**src/rtl/fft8_bfly_scheduler_if.sv**
```systemverilog
// Butterfly-scheduler bundle: start/status, operand reads, twiddle and write-back.
interface fft8_bfly_scheduler_if #(
  parameter int WIDTH = 32
);
  logic             start;
  logic             busy;
  logic             done;
  logic [1:0]       stage;
  logic             rd_en;
  logic [2:0]       rd_addr_a;
  logic [2:0]       rd_addr_b;
  logic [1:0]       tw_idx;
  logic [WIDTH-1:0] tw_real;
  logic [WIDTH-1:0] tw_img;
  logic             wr_en;
  logic [2:0]       wr_addr_a;
  logic [2:0]       wr_addr_b;

  modport master (
    input  start,
    output busy, done, stage, rd_en, rd_addr_a, rd_addr_b,
           tw_idx, tw_real, tw_img, wr_en, wr_addr_a, wr_addr_b
  );

  modport slave (
    output start,
    input  busy, done, stage, rd_en, rd_addr_a, rd_addr_b,
           tw_idx, tw_real, tw_img, wr_en, wr_addr_a, wr_addr_b
  );
endinterface

```
**src/rtl/fft8_bfly_scheduler.sv**
```systemverilog
// Issue sequencer for the shared 8-point radix-2 DIT butterfly: 3 stages x 4
// butterflies, with drain gaps so a stage never reads ahead of the write-back.
//
// state | meaning
// IDLE  | waiting for start; stage/bfly parked at 0
// ISSUE | one butterfly read per cycle, bfly 0..3
// DRAIN | PIPE_LAT bubble cycles while the stage's results land
// DONE  | one-cycle completion pulse, then IDLE
module fft8_bfly_scheduler #(
  parameter int WIDTH    = 32,
  parameter int FRAC     = 16,
  parameter int PIPE_LAT = 2
) (
  input  logic                        clk_i,
  input  logic                        rst_i,
  fft8_bfly_scheduler_if.master       bus
);

  typedef enum logic [1:0] {S_IDLE, S_ISSUE, S_DRAIN, S_DONE} state_t;

  // W8^1 = (c, -c) with c = round(cos(pi/4) * 2^FRAC)
  localparam real    RT2_HALF = 0.70710678118654752;
  localparam longint ONE_L    = longint'(1) << FRAC;
  localparam longint C45_L    = longint'($rtoi(RT2_HALF * real'(ONE_L) + 0.5));
  localparam logic [WIDTH-1:0] TW_ONE  = WIDTH'(ONE_L);
  localparam logic [WIDTH-1:0] TW_NONE = WIDTH'(-ONE_L);
  localparam logic [WIDTH-1:0] TW_C45  = WIDTH'(C45_L);
  localparam logic [WIDTH-1:0] TW_NC45 = WIDTH'(-C45_L);
  localparam logic [2:0]       DRAIN_TC = 3'(PIPE_LAT - 1);

  state_t     state_q, state_d;
  logic [1:0] stage_q, stage_d;
  logic [1:0] bfly_q, bfly_d;
  logic [2:0] cnt_q, cnt_d;

  logic             busy_q, busy_d;
  logic             done_q, done_d;
  logic             rd_en_q, rd_en_d;
  logic [2:0]       addr_a_q, addr_a_d;
  logic [2:0]       addr_b_q, addr_b_d;
  logic [1:0]       tw_idx_q, tw_idx_d;
  logic [WIDTH-1:0] tw_real_q, tw_real_d;
  logic [WIDTH-1:0] tw_img_q, tw_img_d;
  logic [6:0]       wb_pipe_q [PIPE_LAT];

  always_ff @(posedge clk_i) begin
    if (rst_i) begin
      state_q   <= S_IDLE;
      stage_q   <= '0;
      bfly_q    <= '0;
      cnt_q     <= '0;
      busy_q    <= 1'b0;
      done_q    <= 1'b0;
      rd_en_q   <= 1'b0;
      addr_a_q  <= '0;
      addr_b_q  <= '0;
      tw_idx_q  <= '0;
      tw_real_q <= '0;
      tw_img_q  <= '0;
      for (int i = 0; i < PIPE_LAT; i++) wb_pipe_q[i] <= '0;
    end else begin
      state_q   <= state_d;
      stage_q   <= stage_d;
      bfly_q    <= bfly_d;
      cnt_q     <= cnt_d;
      busy_q    <= busy_d;
      done_q    <= done_d;
      rd_en_q   <= rd_en_d;
      addr_a_q  <= addr_a_d;
      addr_b_q  <= addr_b_d;
      tw_idx_q  <= tw_idx_d;
      tw_real_q <= tw_real_d;
      tw_img_q  <= tw_img_d;
      wb_pipe_q[0] <= {rd_en_q, addr_a_q, addr_b_q};
      for (int i = 1; i < PIPE_LAT; i++) wb_pipe_q[i] <= wb_pipe_q[i-1];
    end
  end

  always_comb begin
    state_d = state_q;
    stage_d = stage_q;
    bfly_d  = bfly_q;
    cnt_d   = cnt_q;
    case (state_q)
      S_IDLE: begin
        stage_d = '0;
        bfly_d  = '0;
        if (bus.start) state_d = S_ISSUE;
      end
      S_ISSUE: begin
        if (bfly_q == 2'd3) begin
          state_d = S_DRAIN;
          bfly_d  = '0;
          cnt_d   = DRAIN_TC;
        end else begin
          bfly_d = bfly_q + 2'd1;
        end
      end
      S_DRAIN: begin
        if (cnt_q == 3'd0) begin
          if (stage_q == 2'd2) begin
            state_d = S_DONE;
          end else begin
            state_d = S_ISSUE;
            stage_d = stage_q + 2'd1;
          end
        end else begin
          cnt_d = cnt_q - 3'd1;
        end
      end
      default: begin
        state_d = S_IDLE;
        stage_d = '0;
      end
    endcase
  end

  // Outputs are decoded from the next state so they appear registered in the
  // cycle the state is entered.
  always_comb begin
    busy_d    = (state_d != S_IDLE);
    done_d    = (state_d == S_DONE);
    rd_en_d   = (state_d == S_ISSUE);
    addr_a_d  = '0;
    addr_b_d  = '0;
    tw_idx_d  = '0;
    tw_real_d = '0;
    tw_img_d  = '0;
    if (rd_en_d) begin
      case (stage_d)
        2'd0: begin
          addr_a_d = {bfly_d, 1'b0};
          addr_b_d = {bfly_d, 1'b1};
          tw_idx_d = 2'd0;
        end
        2'd1: begin
          addr_a_d = {bfly_d[1], 1'b0, bfly_d[0]};
          addr_b_d = {bfly_d[1], 1'b1, bfly_d[0]};
          tw_idx_d = {bfly_d[0], 1'b0};
        end
        default: begin
          addr_a_d = {1'b0, bfly_d};
          addr_b_d = {1'b1, bfly_d};
          tw_idx_d = bfly_d;
        end
      endcase
      case (tw_idx_d)
        2'd0: begin tw_real_d = TW_ONE;  tw_img_d = '0;      end
        2'd1: begin tw_real_d = TW_C45;  tw_img_d = TW_NC45; end
        2'd2: begin tw_real_d = '0;      tw_img_d = TW_NONE; end
        default: begin tw_real_d = TW_NC45; tw_img_d = TW_NC45; end
      endcase
    end
  end

  assign bus.busy      = busy_q;
  assign bus.done      = done_q;
  assign bus.stage     = stage_q;
  assign bus.rd_en     = rd_en_q;
  assign bus.rd_addr_a = addr_a_q;
  assign bus.rd_addr_b = addr_b_q;
  assign bus.tw_idx    = tw_idx_q;
  assign bus.tw_real   = tw_real_q;
  assign bus.tw_img    = tw_img_q;
  assign bus.wr_en     = wb_pipe_q[PIPE_LAT-1][6];
  assign bus.wr_addr_a = wb_pipe_q[PIPE_LAT-1][5:3];
  assign bus.wr_addr_b = wb_pipe_q[PIPE_LAT-1][2:0];

endmodule
```
**src/flat_wrapper.sv**
```systemverilog
// flat-port wrapper written by rule: the top's interface ports become plain ports
module fft8_bfly_scheduler_flat 
#(
  parameter int WIDTH    = 32,
  parameter int FRAC     = 16,
  parameter int PIPE_LAT = 2
)
  (clk_i, rst_i, bus_start, bus_busy, bus_done, bus_stage, bus_rd_en, bus_rd_addr_a, bus_rd_addr_b, bus_tw_idx, bus_tw_real, bus_tw_img, bus_wr_en, bus_wr_addr_a, bus_wr_addr_b);
  fft8_bfly_scheduler_if #(.WIDTH(WIDTH)) bus_i ();
  input  logic clk_i;
  input  logic rst_i;
  input wire logic [$bits(bus_i.start)-1:0] bus_start;
  output wire logic [$bits(bus_i.busy)-1:0] bus_busy;
  output wire logic [$bits(bus_i.done)-1:0] bus_done;
  output wire logic [$bits(bus_i.stage)-1:0] bus_stage;
  output wire logic [$bits(bus_i.rd_en)-1:0] bus_rd_en;
  output wire logic [$bits(bus_i.rd_addr_a)-1:0] bus_rd_addr_a;
  output wire logic [$bits(bus_i.rd_addr_b)-1:0] bus_rd_addr_b;
  output wire logic [$bits(bus_i.tw_idx)-1:0] bus_tw_idx;
  output wire logic [$bits(bus_i.tw_real)-1:0] bus_tw_real;
  output wire logic [$bits(bus_i.tw_img)-1:0] bus_tw_img;
  output wire logic [$bits(bus_i.wr_en)-1:0] bus_wr_en;
  output wire logic [$bits(bus_i.wr_addr_a)-1:0] bus_wr_addr_a;
  output wire logic [$bits(bus_i.wr_addr_b)-1:0] bus_wr_addr_b;
  assign bus_i.start = bus_start;
  assign bus_busy = bus_i.busy;
  assign bus_done = bus_i.done;
  assign bus_stage = bus_i.stage;
  assign bus_rd_en = bus_i.rd_en;
  assign bus_rd_addr_a = bus_i.rd_addr_a;
  assign bus_rd_addr_b = bus_i.rd_addr_b;
  assign bus_tw_idx = bus_i.tw_idx;
  assign bus_tw_real = bus_i.tw_real;
  assign bus_tw_img = bus_i.tw_img;
  assign bus_wr_en = bus_i.wr_en;
  assign bus_wr_addr_a = bus_i.wr_addr_a;
  assign bus_wr_addr_b = bus_i.wr_addr_b;
  fft8_bfly_scheduler #(.WIDTH(WIDTH), .FRAC(FRAC), .PIPE_LAT(PIPE_LAT)) u_core (.clk_i(clk_i), .rst_i(rst_i), .bus(bus_i));
endmodule
```
**config.mk**
```make
export PLATFORM = sky130hd
export DESIGN_NAME = fft8_bfly_scheduler_flat
export DESIGN_NICKNAME = d
export VERILOG_FILES = /design/src/rtl/fft8_bfly_scheduler_if.sv /design/src/rtl/fft8_bfly_scheduler.sv /design/src/flat_wrapper.sv
export SDC_FILE = /design/constraint.sdc
export NUM_CORES = 1
export LEC_CHECK = 0
export CAP_MARGIN = 20
export CORE_MARGIN = 5
export CORE_UTILIZATION = 46
export CTS_CLUSTER_SIZE = 20
export DETAILED_ROUTE_END_ITERATION = 16
export PLACE_DENSITY = 0.85
export SKIP_CTS_REPAIR_TIMING = 1
export SYNTH_ARGS = -nofsm -noshare
export SYNTH_HDL_FRONTEND = slang
export SYNTH_SLANG_ARGS = --single-unit
export TNS_END_PERCENT = 1
```
**constraint.sdc**
```tcl
create_clock -name clk_i -period 5.4 [get_ports clk_i]
set_input_delay 1.08 -clock clk_i [delete_from_list [all_inputs] [get_ports clk_i]]
set_output_delay 1.08 -clock clk_i [all_outputs]
set_load 0.01 [all_outputs]
```
=== After elaboration in Yosys (flattened, before gate mapping) ===
Memories as Yosys holds them, arrays and structs flattened.
Cells that the tools add are included.

* Add/subtract/negate cells: 3
* Equal/unequal tests: 11
* Mux-type cells: 24
* Bitwise logic cells: 3
* Reduce and logical (&&, ||, !) cells: 8

{| class="wikitable"
|+ Operators by type and width
! kind !! number
|-
| $pmux 32 s3 || 1
|-
| $pmux 32 s2 || 1
|-
| $pmux 3 s2 || 3
|-
| $mux 2 || 8
|-
| $mux 7 || 2
|-
| $pmux 2 s2 || 3
|-
| $eq 2x2->1 const B || 5
|-
| $eq 2x1->1 const B || 4
|-
| $logic_not 2->1 || 3
|-
| $mux 3 || 2
|-
| $pmux 2 s3 || 1
|-
| $add 2x1->2 const B || 2
|-
| $reduce_bool 2->1 || 2
|-
| $logic_not 3->1 || 1
|-
| $mux 1 || 3
|-
| $reduce_and 3->1 || 1
|-
| $sub 3x1->3 const B || 1
|-
| $ne 2x1->1 const B || 1
|-
| $ne 2x2->1 const B || 1
|-
| $or 1x1->1 || 2
|-
| $reduce_or 2->1 || 1
|-
| $not 1->1 || 1
|}

* Bits in registers: 84
* Memory bits (writable): 14
* Output and inout bits: 84
* Word-level logic and storage cells: 62
* Memories: 1

{| class="wikitable"
|+ Memory list
! name !! depth !! bits a word !! read ports !! clocked after Yosys merged registers in !! write ports !! RTL line !! source
|-
| u_core.wb_pipe_q || 2 || 7 || 2 || 0 || 2 || fft8_bfly_scheduler.sv:44 || <nowiki>logic [6:0] wb_pipe_q [PIPE_LAT];</nowiki>
|}

=== Longest topological paths before layout ===
Gate-level depths: netlist of the first run.

* Depth after elaboration: 9
* Gate-level depth with buffers: 10
* Mapped depth without buffers: 9

=== Least setup slack after synthesis of the first run ===
OpenSTA, ideal clock, no wires.

* Path kind: reg-to-reg
* Start point: register u_core.state_q[0]
* End point: register u_core.tw_img_q[30], in the netlist u_core.bus.tw_img[30]
* Library setup time: 0.073 ns
* Arrival time: 2.060 ns
* Setup slack: 3.267 ns
* Stages on the path, launching flop included: 10
* Buffers on the path: 1
* Period minus slack after synthesis: 2.133 ns
* Cells stage by stage: dfxtp_1 -> inv_1 -> ha_1 -> buf_4 -> nand4b_1 -> o211ai_2 -> or4b_4 -> and2_1 -> ha_1 -> nor3_2

* Cells in the longest elaborated chain, start to end: 7

{| class="wikitable"
|+ Ends and longest elaborated chain
! item !! RTL line !! source
|-
| start, declared || fft8_bfly_scheduler.sv:31 || <nowiki>state_t state_q, state_d;</nowiki>
|-
| start signal, assigned || fft8_bfly_scheduler.sv:62 || <nowiki>state_q <= state_d;</nowiki>
|-
| $eq 2x2->1 or $eq 2x1->1 (tied branches) || fft8_bfly_scheduler.sv:84 || <nowiki>case (state_q)</nowiki>
|-
| $pmux 2 s2 || fft8_bfly_scheduler.sv:84 ||
|-
| $eq 2x1->1 or $logic_not 2->1 (tied branches) || fft8_bfly_scheduler.sv:130 || <nowiki>case (stage_d)</nowiki>
|-
| $pmux 2 s2 || fft8_bfly_scheduler.sv:130 ||
|-
| $mux 2 || fft8_bfly_scheduler.sv:129 || <nowiki>if (rd_en_d) begin</nowiki>
|-
| $eq 2x2->1 or $logic_not 2->1 (tied branches) || fft8_bfly_scheduler.sv:147 || <nowiki>case (tw_idx_d)</nowiki>
|-
| $pmux 32 s2 || fft8_bfly_scheduler.sv:147 ||
|-
| end signal, assigned || fft8_bfly_scheduler.sv:73 || <nowiki>tw_img_q <= tw_img_d;</nowiki>
|-
| end, declared || fft8_bfly_scheduler.sv:43 || <nowiki>logic [WIDTH-1:0] tw_img_q, tw_img_d;</nowiki>
|}

Several ways; a longest one is shown, not always the timed one. The select of a mux whose other input is x is not followed.
A chain may end at the register's enable or synchronous reset.

==> summary.md, run 1 <==
| Metric | Value |
|---|---|
| Relative slew slack | approximately 45% |
| Fin nets | 251 |
| Seq pwr share | between 50% and 60% |
| Worst setup SP type | register |
| Drt first pass iters | 5 |
| Buffers on Ports | 80 |
| Top_reg_cell synth | dfxtp_1 |
| Setup TNS | 0 ns |
| Height of the die | 77.30 µm |
| TritonCTS clock tree | built |
| Arr. time, crit path | about 1.7 ns |
| Setup violators final | 0 |
| Initial antenna violation count | 0 |
| # clock sinks | 38 |
| Synthesized flop and latch total | 38 |
| Slowest CP cell | dfxtp_1 |
| Top cells by area, synth | dfxtp_1 37%, buf_4 24%, ha_1 7.2%, nor2b_1 4.2%, inv_1 2.2% |
| Max_cap viols | 0 |
| CP bufs+invs | 1 |
| Share of layout cells above drive strength 1 | 10.97% |
| Combinational fraction of design power | 11.0% |
| Routed Antenna Nets | 0 |
| Reg2reg setup slack | 2.98 ns |
| Number of synthesized flops with an enable pin | 0 |
| CP Max Fanout | 24 |
| Core box area | 0.004384 mm² |
| Synth Cell Area | approximately 0.0021 mm² |
| Total Wirelength | 3837 µm |
| DRT iter0 DRCs | 50 |
| Status | finished clean |
| Die X | approximately 77 µm |
| Max-slew violation count | 0 |
| Worst vdd ir | roughly 0.11 mV |
| Switching portion of total power | 23.92% |
| CP startpoint | u_core.bus.tw_real[30]$_SDFF_PP0_ |
| RSZ-0062 raised after global routing | no |
| Fin util | between 50% and 60% |
| Worst path cell trace | clkdlybuf4s50_1 |
| Dominant cell type by area after synthesis | dfxtp_1 |
| Maximum clock path buffer count | 2 |
| Gr usage total | 12.88% |
| Post-DP HPWL | 2854 µm |
| Cell Pwr Density | 218.5 mW/mm² |
| Sequential-to-total area share from yosys stat | 36.52% |
| Fin. Hold Viols | 0 |
| Yosys warnings | 0 |
| Total CTS buffers | 5 |
| Hold Crit Class | register to register |
| Worst-Skew Late Latency | 0.29 ns |
| Pin count of the biggest net entering global routing | 25 |
| First-pass GRT wire length | 6334 µm |
| Die area | 0.005975 mm² |
| Clock skew | 0.004195 ns |
| Area growth, synth to finish | 21.44% |
| Leakage | 0.9228 nW |
| Reg2reg start | u_core.state_q[0]$_SDFF_PP0_ |
| Worst Path Required | 4.32 ns |
| Synth Area per Inst | between 9 and 10 µm² |
| Grt ovf | 0 |
| Fin crit share | around half |
| Vias/cell | 4.668 |
| Crit. path cell count | 1 |
| CTS root buf | clkbuf_8 |
| Period minus WS final | 2.746 ns |
| Hold Path Cell Cnt | 1 |
| Top cell family by delay on the critical path | flip-flops |
| Vias in the first global route | between 1000 and 1500 |
| Diode count | 0 |
| H-tree Lvls | 2 |
| RR Endpoint | u_core.bus.tw_img[30]$_SDFF_PP0_ |
| Net Switching | 0.1322 mW |
| Mapped Cells | about 220 |
| Yosys cell types | 47 |
| Share of the synthesized area in the top cell type | 36.52% |
| GPL Wtd Cong | 0.8228 |
| Clk slew on worst S/H paths | about 0.07 ns |
| Max Clk Rate | 0.3641 GHz |
| Largest stage delay, worst path | 0.72 ns |
| Drc violations | 0 |
| Top Ports | 87 |
| Clock Power Share | 35.7% |
| Row count | 24 |
| Vias post-DR | 1349 |
| FF-to-FF path depth | 8 |
| Ys async rst share | 0% |
| CP endpoint kind | output port |
| Worst Setup EP | bus_tw_real[22] |
| Internal | 0.4205 mW |
| Critical path class | register to output port |
| Starting Density | a little under half |
| Worst Max-Slew Pin Slew | 0.8238 ns |
| Average wire per standard cell | between 10 and 15 µm |
## routing by layer
layer  global-route usage [%]  part of all wire [%]  vias to the layer above
met1                    14.47                    44                      622
li1                         -                     -                      679
met5                        0                     0                        -
met3                    2.693                   4.7                        4
met2                    23.15                    50                       44
met4                    5.498                   1.5                        0
## cell usage in the layout, fill, tap and decap left out, types with 4 or more instances in the layout
cell type,netlist,layout
conb_1,1,6
nor3_2,4,4
clkdlybuf4s50_1,0,80
nand2_1,6,6
nor2_1,10,10
nor2b_1,14,14
clkbuf_8,0,6
inv_1,12,12
dfxtp_1,38,38
ha_1,12,12
## per-stage QoR
step	hold WS [ns]	power (mW)	cells	setup slack [ns]	instance area, µm²
2_1_floorplan	0.4138	0.3469	220	3.267	2102
3_3_place_gp	0.4159	0.3603	281	2.410	2439
3_5_place_dp	0.4316	0.3617	281	2.382	2439
4_1_cts	0.4487	0.5598	289	2.610	2530
5_1_grt	0.4733	0.5801	289	2.484	2530
6_report	0.4399	0.5527	289	2.654	2530
## how the worst min path moves through the flow
| stage | from | end | slack (ns) |
|---|---|---|---|
| 2_1_floorplan | u_core.wb_pipe_q[0][3]$_SDFF_PP0_ | u_core.wb_pipe_q[0][10]$_SDFF_PP0_ | 0.41 |
| 3_3_place_gp | u_core.wb_pipe_q[0][3]$_SDFF_PP0_ | u_core.wb_pipe_q[0][10]$_SDFF_PP0_ | 0.42 |
| 3_5_place_dp | u_core.wb_pipe_q[0][5]$_SDFF_PP0_ | u_core.wb_pipe_q[0][12]$_SDFF_PP0_ | 0.43 |
| 4_1_cts | u_core.wb_pipe_q[0][5]$_SDFF_PP0_ | u_core.wb_pipe_q[0][12]$_SDFF_PP0_ | 0.45 |
| 5_1_grt | u_core.wb_pipe_q[0][4]$_SDFF_PP0_ | u_core.wb_pipe_q[0][11]$_SDFF_PP0_ | 0.47 |
| 6_report | u_core.wb_pipe_q[0][5]$_SDFF_PP0_ | u_core.wb_pipe_q[0][12]$_SDFF_PP0_ | 0.44 |
## registers in the layout, summed over array words and instances (netlist names), 3 cells and up
name	cells
u_core.wb_pipe_q	14
u_core.bus.rd_addr_a	3
u_core.bus.tw_real	3
u_core.bus.rd_addr_b	3
u_core.cnt_q	3
## cell usage after synthesis, types with 2 or more instances
master and count:
buf_4 67, dfxtp_1 38, nor2b_1 14, ha_1 12, inv_1 12, nor2_1 10, nand2_1 6, nor3_2 4
clkbuf_1 3, a2111oi_2 2, a211oi_1 2, buf_6 2, nand2b_1 2, nand3_1 2, nand3b_1 2, nand4b_1 2
nor4_1 2, o211ai_1 2, o21ai_0 2, or2_2 2
## layout make-up
cell class                      instances  area, µm²
Sequential cell                        38      760.7
Clock inverter                          1      5.005
Inverter                               12      45.04
Clock buffer                            7      86.33
Fill cell                             386       1854
Tap cell                               52      65.06
Timing Repair Buffer                   81      808.3
Multi-Input combinational cell         98      759.5
## power by group through the flow
stage | Sequential (mW) | Clock, mW | Combinational [mW]
after floorplan | 0.303 | 0 | 0.0444
after global placement | 0.301 | 0 | 0.0593
after detailed placement | 0.301 | 0 | 0.0610
after CTS | 0.294 | 0.204 | 0.0612
after global routing | 0.296 | 0.217 | 0.0673
final | 0.294 | 0.197 | 0.0609
## cells by family (layout without fill, tap and decap cells)
| kind of cell | count (synthesis) | count (layout) | synth area share, % |
|---|---|---|---|
| multiplexers | 1 | 1 | 1.081 |
| other | 1 | 6 | 0.1800 |
| buffers and inverters | 84 | 101 | 27.93 |
| adder cells (fa/ha/maj) | 12 | 12 | 7.207 |
| AND/OR/NAND/NOR | 58 | 58 | 17.78 |
| AO/OA/AOI/OAI | 21 | 21 | 9.310 |
| flip-flops | 38 | 38 | 36.52 |
No activity file was read; power rests on OpenSTA's default activity.
==> inputs of run 2 (changes only) <==
Settings changed: CORE_UTILIZATION 46 to 43, PLACE_DENSITY 0.85 to 0.81.
Clock period 5.4 ns to 2.9 ns, I/O delays scaled along.
==> summary.md, run 2 (same netlist as run 1, synthesis figures left out) <==
| Metric | Value |
|---|---|
| Clock skew | 0.005042 ns |
| GPL Wtd Cong | slightly above 0.8 |
| Total CTS buffers | 5 |
| Core box area | about 0.0047 mm² |
| Worst Max-Slew Pin Slew | 0.6354 ns |
| PnR worst setup slack | 0.5391 ns |
| Top reg by flops | u_core.wb_pipe_q |
| CP Max Fanout | 10 |
| Most common cell after layout, fill and taps aside | clkdlybuf4s50_1 |
| RSZ-0062 raised after global routing | no |
| Cell Pwr Density | 461.4 mW/mm² |
| Top Ports | 87 |
| GRT met1 Usage | 13.96% |
| Max reg flops | 14 |
| Share of layout cells above drive strength 1 | approximately an eighth |
| Height of the die | 79.61 µm |
| CP endpoint kind | register |
| Met3 usage | 3.725% |
| Max_cap viols | 0 |
| Gr usage total | 12.52% |
| Global Route met2 Usage | a little over a fifth |
| Worst setup SP type | register |
| Pre-CTS setup slack | 0.5741 ns |
| Initial antenna violation count | 0 |
| Vias post-DR | around 1400 |
| Die area | between 0.006 and 0.007 mm² |
| Drt first pass iters | 4 |
| Die X | 79.61 µm |
| Pin count of the biggest net entering global routing | 25 |
| Hold_ws | between 0.4 and 0.5 ns |
| Vias/cell | around 4.5 |
| Max-slew violation count | 0 |
| Maximum clock path buffer count | 2 |
| Fin crit share | 81.41% |
| Leakage | 0.9477 nW |
| Post-DP HPWL | 2776 µm |
| # clock sinks | 38 |
| Drc violations | 0 |
| Setup TNS | 0 ns |
| DRT iter0 DRCs | 48 |
| Fin nets | 252 |
| Row count | 25 |
| Clk slew on worst S/H paths | 0.08 ns |
| Max Clk Rate | 0.4236 GHz |
| Hold Crit Class | register to register |
| Grt ovf | 0 |
| Period minus WS final | roughly 2.4 ns |
| Vias in the first global route | 1294 |
| First-pass GRT wire length | around 6200 µm |
| Worst-Skew Late Latency | 0.29 ns |
| Routed Antenna Nets | 0 |
| CTS root buf | clkbuf_8 |
| Setup violators final | 0 |
| Critical path class | register to register |
| Arr. time, crit path | 2.58 ns |
| GRT busiest layer | met2 |
| Worst Path Required | 3.12 ns |
| TritonCTS clock tree | built |
| H-tree Lvls | 2 |
| Relative slew slack | around 58% |
| Most frequent cells in the layout | 80 x clkdlybuf4s50_1, 38 x dfxtp_1, 14 x nor2b_1 |
| Starting Density | 44.11% |
| Fin. Hold Viols | 0 |
| Average wire per standard cell | ~12 µm |
| Buffers on Ports | 80 |
| Total Wirelength | 3799 µm |
| Area growth, synth to finish | 24.93% |
| Diode count | 0 |
| Status | finished clean |
| Worst vdd ir | roughly 0.23 mV |
## run 2: power breakdown
part	switching, mW	leakage (nW)	internal (mW)
logic	0.0632	0.571	0.0526
clock network	0.193	0.0683	0.345
registers	0.00824	0.309	0.539
total	0.264	0.948	0.937
## run 2: cell type report
type | count | area, µm²
clock inverters | 3 | 68.82
flip-flops and latches | 38 | 760.7
clock buffers | 5 | 68.82
multi-input cells | 98 | 759.5
inverters | 12 | 45.04
fillers | 410 | 2121
repair buffers | 82 | 815.8
well taps | 67 | 83.83
## run 2: worst paths after layout
| path | start | to | slack, ns | cells past startpoint |
|---|---|---|---|---|
| worst max register to register | u_core.state_q[0]$_SDFF_PP0_ | u_core.bus.tw_img[30]$_SDFF_PP0_ | 0.54 | 8 |
| worst max-delay path | u_core.state_q[0]$_SDFF_PP0_ | u_core.bus.tw_img[30]$_SDFF_PP0_ | 0.54 | 8 |
| worst min register to register | u_core.wb_pipe_q[0][1]$_SDFF_PP0_ | u_core.wb_pipe_q[0][8]$_SDFF_PP0_ | 0.44 | 1 |
| worst min-delay path | u_core.wb_pipe_q[0][1]$_SDFF_PP0_ | u_core.wb_pipe_q[0][8]$_SDFF_PP0_ | 0.44 | 1 |
## run 2: through the flow
step	power [mW]	std cells	utilization (%)	instance area (µm²)
global placement	0.6716	297	52.19	2465
CTS	1.212	305	55.10	2603
global route	1.255	305	55.10	2603
detailed placement	0.6745	297	52.19	2465
finish	1.201	305	55.10	2603
floorplan	0.6460	220	-	2102
## run 2: routing by layer
metal / share of wire (%) / wire length, µm
met1: 43 / 1620
met3: 7.7 / 292
met4: 1.4 / 53
met2: 48 / 1833
met5: 0 / 0
## run 2: worst max-delay path, cell delays in order (launching register included)
cell      delay [ns]
dfxtp_1         0.42
inv_1           0.09
ha_1            0.33
nand4b_1        0.16
o211ai_2        0.20
or4b_4          0.54
and2_1          0.17
ha_1            0.20
nor3_2          0.17
==> inputs of run 3 (changes only) <==
Clock period 2.9 ns to 2.3 ns, I/O delays scaled along.
==> summary.md, run 3 (same netlist as run 1, synthesis figures left out) <==
| Metric | Value |
|---|---|
| Status | finished clean |
| Most frequent CP cell | ha_1 |
| Net Switching | 0.3477 mW |
| Setup violators final | 0 |
| Period minus WS final | 2.146 ns |
| Fin. Hold Viols | 0 |
| GPL Wtd Cong | 0.9604 |
| Met3 usage | between 5 and 6% |
| Total power | 1.537 mW |
| Gr usage total | 13.25% |
| Worst vdd ir | 0.2703 mV |
| Most common cell after layout, fill and taps aside | clkdlybuf4s50_1 |
| Max reg flops | 14 |
| Largest stage delay, worst path | roughly 0.53 ns |
| Total CTS buffers | 5 |
| Initial antenna violation count | 0 |
| Cell Pwr Density | 572.8 mW/mm² |
| Worst Path Required | 2.53 ns |
| Hold Crit Class | register to register |
| Buffers on Ports | 80 |
| Max_cap viols | 0 |
| Placed inst area | 0.002532 mm² |
| Critical path class | register to register |
| Arr. time, crit path | 2.37 ns |
| Worst-Skew Late Latency | 0.30 ns |
| GRT met1 Usage | approximately 14% |
| CP endpoint kind | register |
| Top Ports | 87 |
| Slowest CP cell | or4b_4 |
| Grt ovf | 0 |
| Global Route met2 Usage | a little under a quarter |
| Max Clk Rate | 0.4659 GHz |
| Diode count | 0 |
| Top reg by flops | u_core.wb_pipe_q |
| CP Max Fanout | 5 |
| FF-to-FF path depth | 8 |
| Hold Path Cell Cnt | 1 |
| Vias in the first global route | 1315 |
| Setup TNS | 0 ns |
| # clock sinks | 38 |
| Die area | 0.006337 mm² |
| Pin count of the biggest net entering global routing | 25 |
| Post-route cell area | 0.002684 mm² |
| Post-DP HPWL | 2988 µm |
| Drc violations | 0 |
| Placed cell count | 306 |
| Clock Power Share | 44.7% |
| Worst path cell trace | inv_1 > ha_1 > nor2_4 > mux2i_4 > or4b_4 > and2_1 > ha_1 > nor3_2 |
| Starting Density | 44.11% |
| Seq pwr share | 44.9% |
| Vias/cell | 4.436 |
| Combinational fraction of design power | 10.4% |
| Maximum clock path buffer count | 2 |
| Routed Antenna Nets | 0 |
| First-pass GRT wire length | 6458 µm |
| RSZ-0062 raised after global routing | no |
| Most frequent cells in the layout | 80 x clkdlybuf4s50_1, 37 x dfxtp_1, 14 x nor2b_1 |
| Clk slew on worst S/H paths | 0.08 ns |
| Drt first pass iters | 4 |
| CP bufs+invs | 1 |
| Share of layout cells above drive strength 1 | 16.60% |
| TritonCTS clock tree | built |
| Fin util | 56.82% |
| Fin crit share | a little over 90% |
| Die X | ~80 µm |
| GRT busiest layer | met2 |
| Core box area | between 0.004 and 0.005 mm² |
| Area growth, synth to finish | 28.83% |
| DRT iter0 DRCs | 53 |
| Max-slew violation count | 0 |
| Clock skew | around 0.0084 ns |
| Top cell family by delay on the critical path | simple AND/OR/NAND/NOR gates |
| Internal | about 1.2 mW |
| Worst setup SP type | register |
| Average wire per standard cell | 12.70 µm |
| Vias post-DR | 1393 |
| Fin nets | 261 |
| Final std cells w/o fill | around 310 |
| Row count | 25 |
| H-tree Lvls | 2 |
| Switching portion of total power | a little under a quarter |
| CTS root buf | clkbuf_8 |
| Height of the die | ~80 µm |
| Crit. path cell count | 8 |
| Leakage | 0.9915 nW |
| Total Wirelength | 3987 µm |
==> run 3: layout make-up <==
type / count / area [µm²]
Inverter: 12 / 45.04
Multi-Input combinational cell: 98 / 772.0
Sequential cell: 38 / 762.0
Timing Repair Buffer: 91 / 883.3
Clock buffer: 5 / 68.82
Clock inverter: 3 / 68.82
Fill cell: 405 / 2039
Tap cell: 67 / 83.83
==> run 3: worst paths after layout <==
kind | slack, ns | startpoint | endpoint
setup / recovery | 0.15 | u_core.state_q[0]$_SDFF_PP0_ | u_core.bus.tw_img[30]$_SDFF_PP0_
hold / removal | 0.44 | u_core.wb_pipe_q[0][4]$_SDFF_PP0_ | u_core.wb_pipe_q[0][11]$_SDFF_PP0_
setup reg to reg | 0.15 | u_core.state_q[0]$_SDFF_PP0_ | u_core.bus.tw_img[30]$_SDFF_PP0_
hold reg to reg | 0.44 | u_core.wb_pipe_q[0][4]$_SDFF_PP0_ | u_core.wb_pipe_q[0][11]$_SDFF_PP0_
==> run 3: per-layer routing <==
layer / vias to the layer above / share of wire (%) / wire length, µm
met5: - / 0 / 0
met4: 0 / 1.1 / 44
met3: 5 / 8.2 / 327
met2: 49 / 49 / 1964
met1: 641 / 41 / 1651
li1: 698 / - / -
==> run 3: stage by stage <==
stage / hold WS, ns / setup slack (ns)
floorplan: 0.4138 / 0.1674
global placement: 0.4171 / 0.1773
detailed placement: 0.4247 / 0.08310
CTS: 0.4426 / 0.06924
global route: 0.4712 / 0.004857
finish: 0.4353 / 0.1536
==> run 3: power groups by stage <==
stage | logic [mW] | registers (mW) | clock network, mW
3_5_place_dp | 0.155 | 0.706 | 0
6_report | 0.160 | 0.691 | 0.687
5_1_grt | 0.174 | 0.694 | 0.737
2_1_floorplan | 0.104 | 0.710 | 0
3_3_place_gp | 0.152 | 0.705 | 0
4_1_cts | 0.156 | 0.691 | 0.703
